===== src/rtl/bram_fifo_ctrl_pkg.sv =====
// Shared memory constants for BRAM-backed FIFO controllers.
package bram_fifo_ctrl_pkg;
   localparam int RD_LATENCY = 1;                     // BRAM read data returns this many cycles after enable
   localparam int BUF_DEPTH  = 2;                     // output buffer entries
   localparam int BUF_CNT_W  = $clog2(BUF_DEPTH + 1); // width of the output buffer occupancy
endpackage


===== src/rtl/bram_fifo_ctrl_skid_buffer_2.sv =====
// Two-entry in-order output buffer; slot[0] is always the word presented downstream.
module skid_buffer_2
   import bram_fifo_ctrl_pkg::*;
#(
   parameter int p_DATA_WIDTH = 8
) (
   input  logic                    i_CLK,
   input  logic                    i_RST_N,
   input  logic                    i_PUSH,
   input  logic [p_DATA_WIDTH-1:0] i_DATA,
   input  logic                    i_POP,
   output logic                    o_VALID,
   output logic [p_DATA_WIDTH-1:0] o_DATA,
   output logic [BUF_CNT_W-1:0]    o_COUNT
);
   logic [BUF_DEPTH-1:0][p_DATA_WIDTH-1:0] slot;
   logic [BUF_CNT_W-1:0]                   cnt;

   // Shift on pop, fill the first free slot on push; the caller never pushes into a full buffer.
   always_ff @(posedge i_CLK or negedge i_RST_N) begin
      if (!i_RST_N) begin
         slot <= '0;
         cnt  <= '0;
      end else begin
         case ({i_PUSH, i_POP})
            2'b10: begin
               if (cnt == '0) slot[0] <= i_DATA;
               else           slot[1] <= i_DATA;
               cnt <= cnt + BUF_CNT_W'(1);
            end
            2'b01: begin
               slot[0] <= slot[1];
               cnt     <= cnt - BUF_CNT_W'(1);
            end
            2'b11: begin
               if (cnt == BUF_CNT_W'(1)) begin
                  slot[0] <= i_DATA;
               end else begin
                  slot[0] <= slot[1];
                  slot[1] <= i_DATA;
               end
            end
            default: ;
         endcase
      end
   end

   assign o_VALID = (cnt != '0);
   assign o_DATA  = slot[0];
   assign o_COUNT = cnt;
endmodule


===== src/rtl/bram_fifo_ctrl.sv =====
// FIFO controller around an external dual-port BRAM with a 2-entry output buffer
// that hides the BRAM read latency and sustains one word per cycle.
module bram_fifo_ctrl
   import bram_fifo_ctrl_pkg::*;
#(
   parameter int p_ADDRESS_WIDTH = 4,
   parameter int p_DATA_WIDTH    = 8
) (
   input  logic                       i_CLK,
   input  logic                       i_RST_N,
   input  logic                       i_WRITE_VALID,
   input  logic [p_DATA_WIDTH-1:0]    i_WRITE_DATA,
   output logic                       o_WRITE_READY,
   output logic                       o_READ_VALID,
   output logic [p_DATA_WIDTH-1:0]    o_READ_DATA,
   input  logic                       i_READ_READY,
   output logic                       o_RAM_WRITE_ENABLE,
   output logic [p_ADDRESS_WIDTH-1:0] o_RAM_WRITE_ADDRESS,
   output logic [p_DATA_WIDTH-1:0]    o_RAM_WRITE_DATA,
   output logic                       o_RAM_READ_ENABLE,
   output logic [p_ADDRESS_WIDTH-1:0] o_RAM_READ_ADDRESS,
   input  logic [p_DATA_WIDTH-1:0]    i_RAM_READ_DATA,
   output logic                       o_FULL,
   output logic                       o_EMPTY,
   output logic [p_ADDRESS_WIDTH+1:0] o_COUNT
);
   localparam int D  = 2 ** p_ADDRESS_WIDTH;
   localparam int MW = p_ADDRESS_WIDTH + 1;
   localparam int CW = p_ADDRESS_WIDTH + 2;

   logic [p_ADDRESS_WIDTH-1:0] wr_ptr, rd_ptr;
   logic [MW-1:0]              mem_cnt;
   logic [RD_LATENCY-1:0]      rd_pipe;
   logic [BUF_CNT_W-1:0]       buf_cnt;
   logic [CW-1:0]              inflight;
   logic                       push, pop, rd_issue, rd_capture, out_valid;

   // Full only looks at the memory, so a same-cycle read issue never lets a write through.
   assign o_FULL        = (mem_cnt == MW'(D));
   assign o_WRITE_READY = !o_FULL;
   assign push          = i_WRITE_VALID && o_WRITE_READY;
   assign pop           = out_valid && i_READ_READY;
   assign rd_capture    = rd_pipe[RD_LATENCY-1];

   // Issue a read only if its word is guaranteed a buffer slot on return.
   always_comb begin
      inflight = '0;
      for (int i = 0; i < RD_LATENCY; i++) inflight = inflight + CW'(rd_pipe[i]);
      rd_issue = (mem_cnt != '0) &&
                 ((CW'(buf_cnt) + inflight) < (CW'(BUF_DEPTH) + CW'(pop)));
   end

   assign o_RAM_WRITE_ENABLE  = push;
   assign o_RAM_WRITE_ADDRESS = wr_ptr;
   assign o_RAM_WRITE_DATA    = i_WRITE_DATA;
   assign o_RAM_READ_ENABLE   = rd_issue;
   assign o_RAM_READ_ADDRESS  = rd_ptr;

   // Pointers wrap naturally at D; memory count and read-valid pipeline track issued reads.
   always_ff @(posedge i_CLK or negedge i_RST_N) begin
      if (!i_RST_N) begin
         wr_ptr  <= '0;
         rd_ptr  <= '0;
         mem_cnt <= '0;
         rd_pipe <= '0;
      end else begin
         if (push)     wr_ptr <= wr_ptr + p_ADDRESS_WIDTH'(1);
         if (rd_issue) rd_ptr <= rd_ptr + p_ADDRESS_WIDTH'(1);
         mem_cnt    <= mem_cnt + MW'(push) - MW'(rd_issue);
         rd_pipe[0] <= rd_issue;
         for (int i = 1; i < RD_LATENCY; i++) rd_pipe[i] <= rd_pipe[i-1];
      end
   end

   skid_buffer_2 #(.p_DATA_WIDTH(p_DATA_WIDTH)) u_out_buf (
      .i_CLK   (i_CLK),
      .i_RST_N (i_RST_N),
      .i_PUSH  (rd_capture),
      .i_DATA  (i_RAM_READ_DATA),
      .i_POP   (pop),
      .o_VALID (out_valid),
      .o_DATA  (o_READ_DATA),
      .o_COUNT (buf_cnt)
   );

   assign o_READ_VALID = out_valid;
   assign o_COUNT      = CW'(mem_cnt) + inflight + CW'(buf_cnt);
   assign o_EMPTY      = (o_COUNT == '0);
endmodule


===== config.mk =====
export PLATFORM = sky130hd
export DESIGN_NAME = bram_fifo_ctrl
export DESIGN_NICKNAME = d
export VERILOG_FILES = /design/src/rtl/bram_fifo_ctrl_pkg.sv /design/src/rtl/bram_fifo_ctrl_skid_buffer_2.sv /design/src/rtl/bram_fifo_ctrl.sv
export SDC_FILE = /design/constraint.sdc
export NUM_CORES = 1
export LEC_CHECK = 0
export CORE_MARGIN = 5
export CORE_UTILIZATION = 45
export CTS_BUF_LIST = sky130_fd_sc_hd__clkbuf_4 sky130_fd_sc_hd__clkbuf_8
export DETAILED_ROUTE_END_ITERATION = 12
export PLACE_DENSITY_LB_ADDON = 0.25
export SYNTH_ARGS = -nofsm -noshare
export SYNTH_HDL_FRONTEND = slang
export SYNTH_SLANG_ARGS = --single-unit

===== constraint.sdc =====
create_clock -name i_CLK -period 3.55 [get_ports i_CLK]
set_input_delay 0.71 -clock i_CLK [delete_from_list [all_inputs] [get_ports i_CLK]]
set_output_delay 0.71 -clock i_CLK [all_outputs]
set_load 0.1 [all_outputs]

Word level (Yosys, flattened, before mapping). Cells that the tools add are included.

Equal/unequal tests: 8. Muxes and demuxes: 7. Magnitude comparators: 1. Add/subtract/negate cells: 10. Reductions and logical operators: 13.

Operator list (number): 8-bit 2-to-1 mux (4); 8-bit one-hot mux with 3 select lines (1); 8-bit one-hot mux with 2 select lines (1); 4-bit by 1-bit adder with 4-bit output, second input constant (2); 5-bit by 1-bit adder with 6-bit output (1); 6-bit by 2-bit adder with 6-bit output (1); 6-bit logical NOT (1); 2-bit nonzero test (3); 5-bit by 1-bit adder with 5-bit output (1); 5-bit == test, second input constant (1); 5-bit nonzero test (1); 5-bit by 1-bit subtractor with 5-bit output (1); 2-bit by 1-bit == test with 1-bit output, second input constant (2); 2-bit == test, second input constant (2); 2-bit inequality test, second input constant (2); 2-bit one-hot mux with 2 select lines (1); 2-bit by 1-bit adder with 3-bit output (1); 2-bit by 1-bit adder with 3-bit output, first input constant (1); 1-bit logical AND (3); 3-bit less-than comparator (1); 3-bit AND reduction (1); 3-bit nonzero test (1); 2-bit by 1-bit adder with 2-bit output, second input constant (1); 2-bit logical NOT (1); 4 further kinds (4).

Bits in registers: 32. Input port bits: 20.

Longest topological paths before layout.
Depth after elaboration: 6. Mapped depth: 13. Gate-level depth less buffers: 13.

By module. Synthesis repeated with hierarchy kept, for this count alone.

Cells, all modules: 182. Area total of the unflattened synthesis: 1985.7 µm².

By module, submodules not included: bram_fifo_ctrl (cells each 87, area an instance 993.5 µm², sequential area each 350.3 µm², times used 1); skid_buffer_2 (cells each 95, area an instance 992.2 µm², sequential area each 450.4 µm², times used 1).

Least setup slack after synthesis. No wires, ideal clock.

Kind: reg-to-reg. Start: register mem_cnt[2]. End: register mem_cnt[4]. Data arrival time: 4.530 ns. Setup slack: -1.060 ns. Clock period less this slack: 4.610 ns. Data required time: 3.470 ns. Buffers on the path: 1. Cell stages (with the launch flop): 14. Setup time: 0.080 ns. Cell sequence: dfrtp_1 > inv_1 > ha_1 > nand4_1 > inv_1 > nor2b_1 > clkbuf_1 > ha_1 > inv_1 > fa_1 > inv_1 > a21oi_1 > o21bai_1 > xnor2_1.

Word-level cells in the longest chain between the ends: 5.

Ends and longest elaborated chain: start: declaration (RTL line bram_fifo_ctrl.sv:32) `logic [MW-1:0] mem_cnt;`; start signal: assignment (RTL line bram_fifo_ctrl.sv:69) `mem_cnt <= mem_cnt + MW'(push) - MW'(rd_issue);`; 5-bit == test (RTL line bram_fifo_ctrl.sv:39) `assign o_FULL = (mem_cnt == MW'(D));`; 1-bit logical NOT (RTL line bram_fifo_ctrl.sv:40) `assign o_WRITE_READY = !o_FULL;`; named net o_WRITE_READY (RTL line bram_fifo_ctrl.sv:13) `output logic o_WRITE_READY,`; 1-bit logical AND (RTL line bram_fifo_ctrl.sv:41) `assign push = i_WRITE_VALID && o_WRITE_READY;`; named net o_RAM_WRITE_ENABLE (RTL line bram_fifo_ctrl.sv:17) `output logic o_RAM_WRITE_ENABLE,`; 5-bit by 1-bit adder with 5-bit output (RTL line bram_fifo_ctrl.sv:69); 5-bit by 1-bit subtractor with 5-bit output (RTL line bram_fifo_ctrl.sv:69).

The timed path passes the listed nets, and every way through them passes these cells. A chain may end at the register's enable or synchronous reset.

Worst setup path in the final report.
Start: register u_out_buf.cnt[0], in the netlist u_out_buf.o_COUNT[0]. End: output o_EMPTY.

Word-level cells in the longest chain between the ends: 2.

Ends and longest elaborated chain: start: declaration (RTL line bram_fifo_ctrl_skid_buffer_2.sv:17) `logic [BUF_CNT_W-1:0] cnt;`; start signal: assignment (RTL line bram_fifo_ctrl_skid_buffer_2.sv:29) `cnt <= cnt + BUF_CNT_W'(1);`; start signal: assignment (RTL line bram_fifo_ctrl_skid_buffer_2.sv:33) `cnt <= cnt - BUF_CNT_W'(1);`; 6-bit by 2-bit adder with 6-bit output (RTL line bram_fifo_ctrl.sv:87) `assign o_COUNT = CW'(mem_cnt) + inflight + CW'(buf_cnt);`; 6-bit logical NOT (RTL line bram_fifo_ctrl.sv:88) `assign o_EMPTY = (o_COUNT == '0);`; end: declaration (RTL line bram_fifo_ctrl.sv:24) `output logic o_EMPTY,`.

No other way between the ends.

==> metrics <==
status finished clean; Hold Crit Class register to register; Starting Density a little under half; Netlist cell types 29; top-count cell post-synth dfrtp_1; Synthesis Warnings 0; CP Max Fanout 5; top post-synthesis cells by count dfrtp_1 (32), inv_1 (19), ha_1 (18), buf_4 (16), nand2_1 (14); Reg-to-Reg Start u_out_buf.o_COUNT[0]; uppermost layer routed met4; core area 0.00400 sq mm; via count between 1000 and 1500; H-tree depth 2; placed insts 245; Final Hold Vio Count 0; CTS buffer count 5; Remaining DRCs 0; reg2reg end mem_cnt[4]; metal1 wirelength 1590 um; Finished Layout Cells 253; Final min period 3.29 ns; clk slew on worst S/H paths roughly 0.060 ns; Clock Latency Late Sink between 0.2 and 0.3 ns; Most used DFF post-synth dfrtp_1; CP arrival between 2 and 3 ns; largest net degree at the start of global routing 33; Period Utilization, post-route 92.6%; CP peak stage delay 0.47 ns; Max Slew Vio Count 0; I/O pin total between 50 and 60; met3 wire length 302 um; max-cap violations 0; leading area contributor after synthesis dfrtp_1; asr flop ratio synth 100%; post-synth top area share 42.9%; CP required ~2.8 ns; Sinks on Clock Net 32; Total Nets Final 243; placer congestion estimate slightly above 0.7; CP max stage cell fa_1; Initial DRC Count 47; antenna cells 0; CTS tree yes; final setup violation count 0; critical path launch point u_out_buf.o_COUNT[0]; WHS Path Cells 1; CP Launch Type register; chip height 74.4 um; CTS resizes 0; Max transition margin 33.9%; slew at the pin closest to its max-slew limit 0.989 ns; Area contributors post-synth dfrtp_1 (43%), ha_1 (12%), buf_4 (6.4%), mux2_2 (6.0%), xnor2_1 (5.2%); Mapped Avg Cell Area 10.8 sq um; worst reg2reg setup slack about 0.65 ns; DRT antenna net count 0; die area 0.00553 sq mm; Mapped Cells 172; Area growth, synth to finish 27.7%; filler instances 317; most frequent cell on the critical path fa_1; Post-synth EDFFs 0; Critical Path End Type output port; vias per cell 4.96; vias in the first global route 1316; worst setup path endpoint o_EMPTY; RSZ-0062 raised after global routing false; Die X 74.4 um; Avg WL per Cell ~14 um; post-synthesis register bit count 32; fmax approximately 300 MHz; Post-CTS Hold Buffers 0; Mapped Area 0.00187 sq mm; worst clock skew 0.00360 ns; grt total ovfl 0; Seq/Total Area, Yosys between 40% and 50%; row cnt 23; CTS root buf clkbuf_8; fraction of layout cells with a size suffix above 1 a little over a fifth; syn_nets around 210; initial antenna violation count 0; Routed WL 3600 um; TritonRoute pass-1 iters 4; hold slack 0.472 ns; dpl hpwl between 2000 and 3000 um; reg2reg path depth 13; port buffer count 39; met2 WL 1670 um; Max Buffers Root-to-Sink 2; Final Util 59.6%; Post-CTS Setup Repair Bufs 0; CP cell instances inv_1 -> fa_1 -> fa_1 -> nor3b_1 -> a21oi_1 -> o21ai_0 -> and4_1 -> buf_12; first-pass GRT wire length about 6100 um; Tot GR Track Use 14.4%; worst setup path class register to output port
[per-layer routing]
metal	vias to the layer above	GRT usage (%)
met2	36	22.0
met1	598	18.9
met4	0	4.74
li1	618	-
met3	4	5.54
met5	-	0
[worst min-delay path by stage]
| stage | to | start | slack (ns) |
|---|---|---|---|
| 6_report | o_RAM_WRITE_ADDRESS[3] | o_RAM_WRITE_ADDRESS[3] | 0.47 |
| 5_1_grt | o_RAM_WRITE_ADDRESS[3] | o_RAM_WRITE_ADDRESS[3] | 0.51 |
| 4_1_cts | o_RAM_READ_ADDRESS[3] | o_RAM_READ_ADDRESS[3] | 0.48 |
| 3_5_place_dp | o_RAM_READ_ADDRESS[3] | o_RAM_READ_ADDRESS[3] | 0.47 |
| 3_3_place_gp | o_RAM_WRITE_ADDRESS[3] | o_RAM_WRITE_ADDRESS[3] | 0.46 |
| 2_1_floorplan | mem_cnt[0] | i_RST_N | 0.41 |
[layout by cell type (no fill, tap or decap), types with 2 or more instances in the layout]
cell type	count
dfrtp_1	32
clkdlybuf4s50_1	27
ha_1	16
inv_1	15
nand2_1	14
o21ai_0	12
xnor2_1	11
buf_4	11
mux2_2	10
a22oi_1	8
clkbuf_8	5
buf_12	4
nand4_1	3
inv_2	3
xor2_1	3
a21oi_1	3
nor2b_1	2
a21o_1	2
fa_1	2
ha_4	2
[stage by stage]
stage          cell area, sq um  TNS [ns]  setup WS, ns
2_1_floorplan              1920    -0.964        -0.326
3_3_place_gp               2270         0         0.349
3_5_place_dp               2270         0         0.292
4_1_cts                    2380         0         0.254
5_1_grt                    2380         0         0.134
6_report                   2380         0         0.263
[flip-flops by register name (all words and copies together) (netlist names)]
name	count
u_out_buf.slot	8
u_out_buf.o_DATA	8
rd_capture	1
mem_cnt	5
o_RAM_WRITE_ADDRESS	4
u_out_buf.o_COUNT	2
o_RAM_READ_ADDRESS	4
[kinds of logic (layout without fill, tap and decap cells)]
logic type      after synthesis  after routing  synth area share [%]
compound gates               29             29                  9.93
buf+inv                      38             69                  10.9
xor+xnor                     14             14                  6.57
flops                        32             32                  42.9
simple gates                 27             27                  7.78
mux                          11             11                  6.57
fa+ha+maj                    21             21                  15.3
[final cells by class]
class | count | area [sq um] | share of cell area, %
multi-input cells | 102 | 900 | 37.8
clock inverters | 2 | 35.0 | 1.47
clock buffers | 6 | 76.3 | 3.20
flip-flops and latches | 32 | 801 | 33.6
inverters | 19 | 75.1 | 3.15
well taps | 50 | 62.6 | 2.63
repair buffers | 42 | 433 | 18.2
[critical path, delay by kind of cell, from the launching register on]
| kind | cells | cell delay (ns) |
|---|---|---|
| AOI/OAI and AO/OA | 2 | 0.18 |
| DFF | 1 | 0.43 |
| buffers and inverters | 2 | 0.28 |
| and+or+nand+nor | 2 | 0.49 |
| adders and majority gates | 2 | 0.91 |
Power is left out: the tool's default activity adds up to more than one toggle a clock period on the data nets, which glitch-free logic cannot reach.
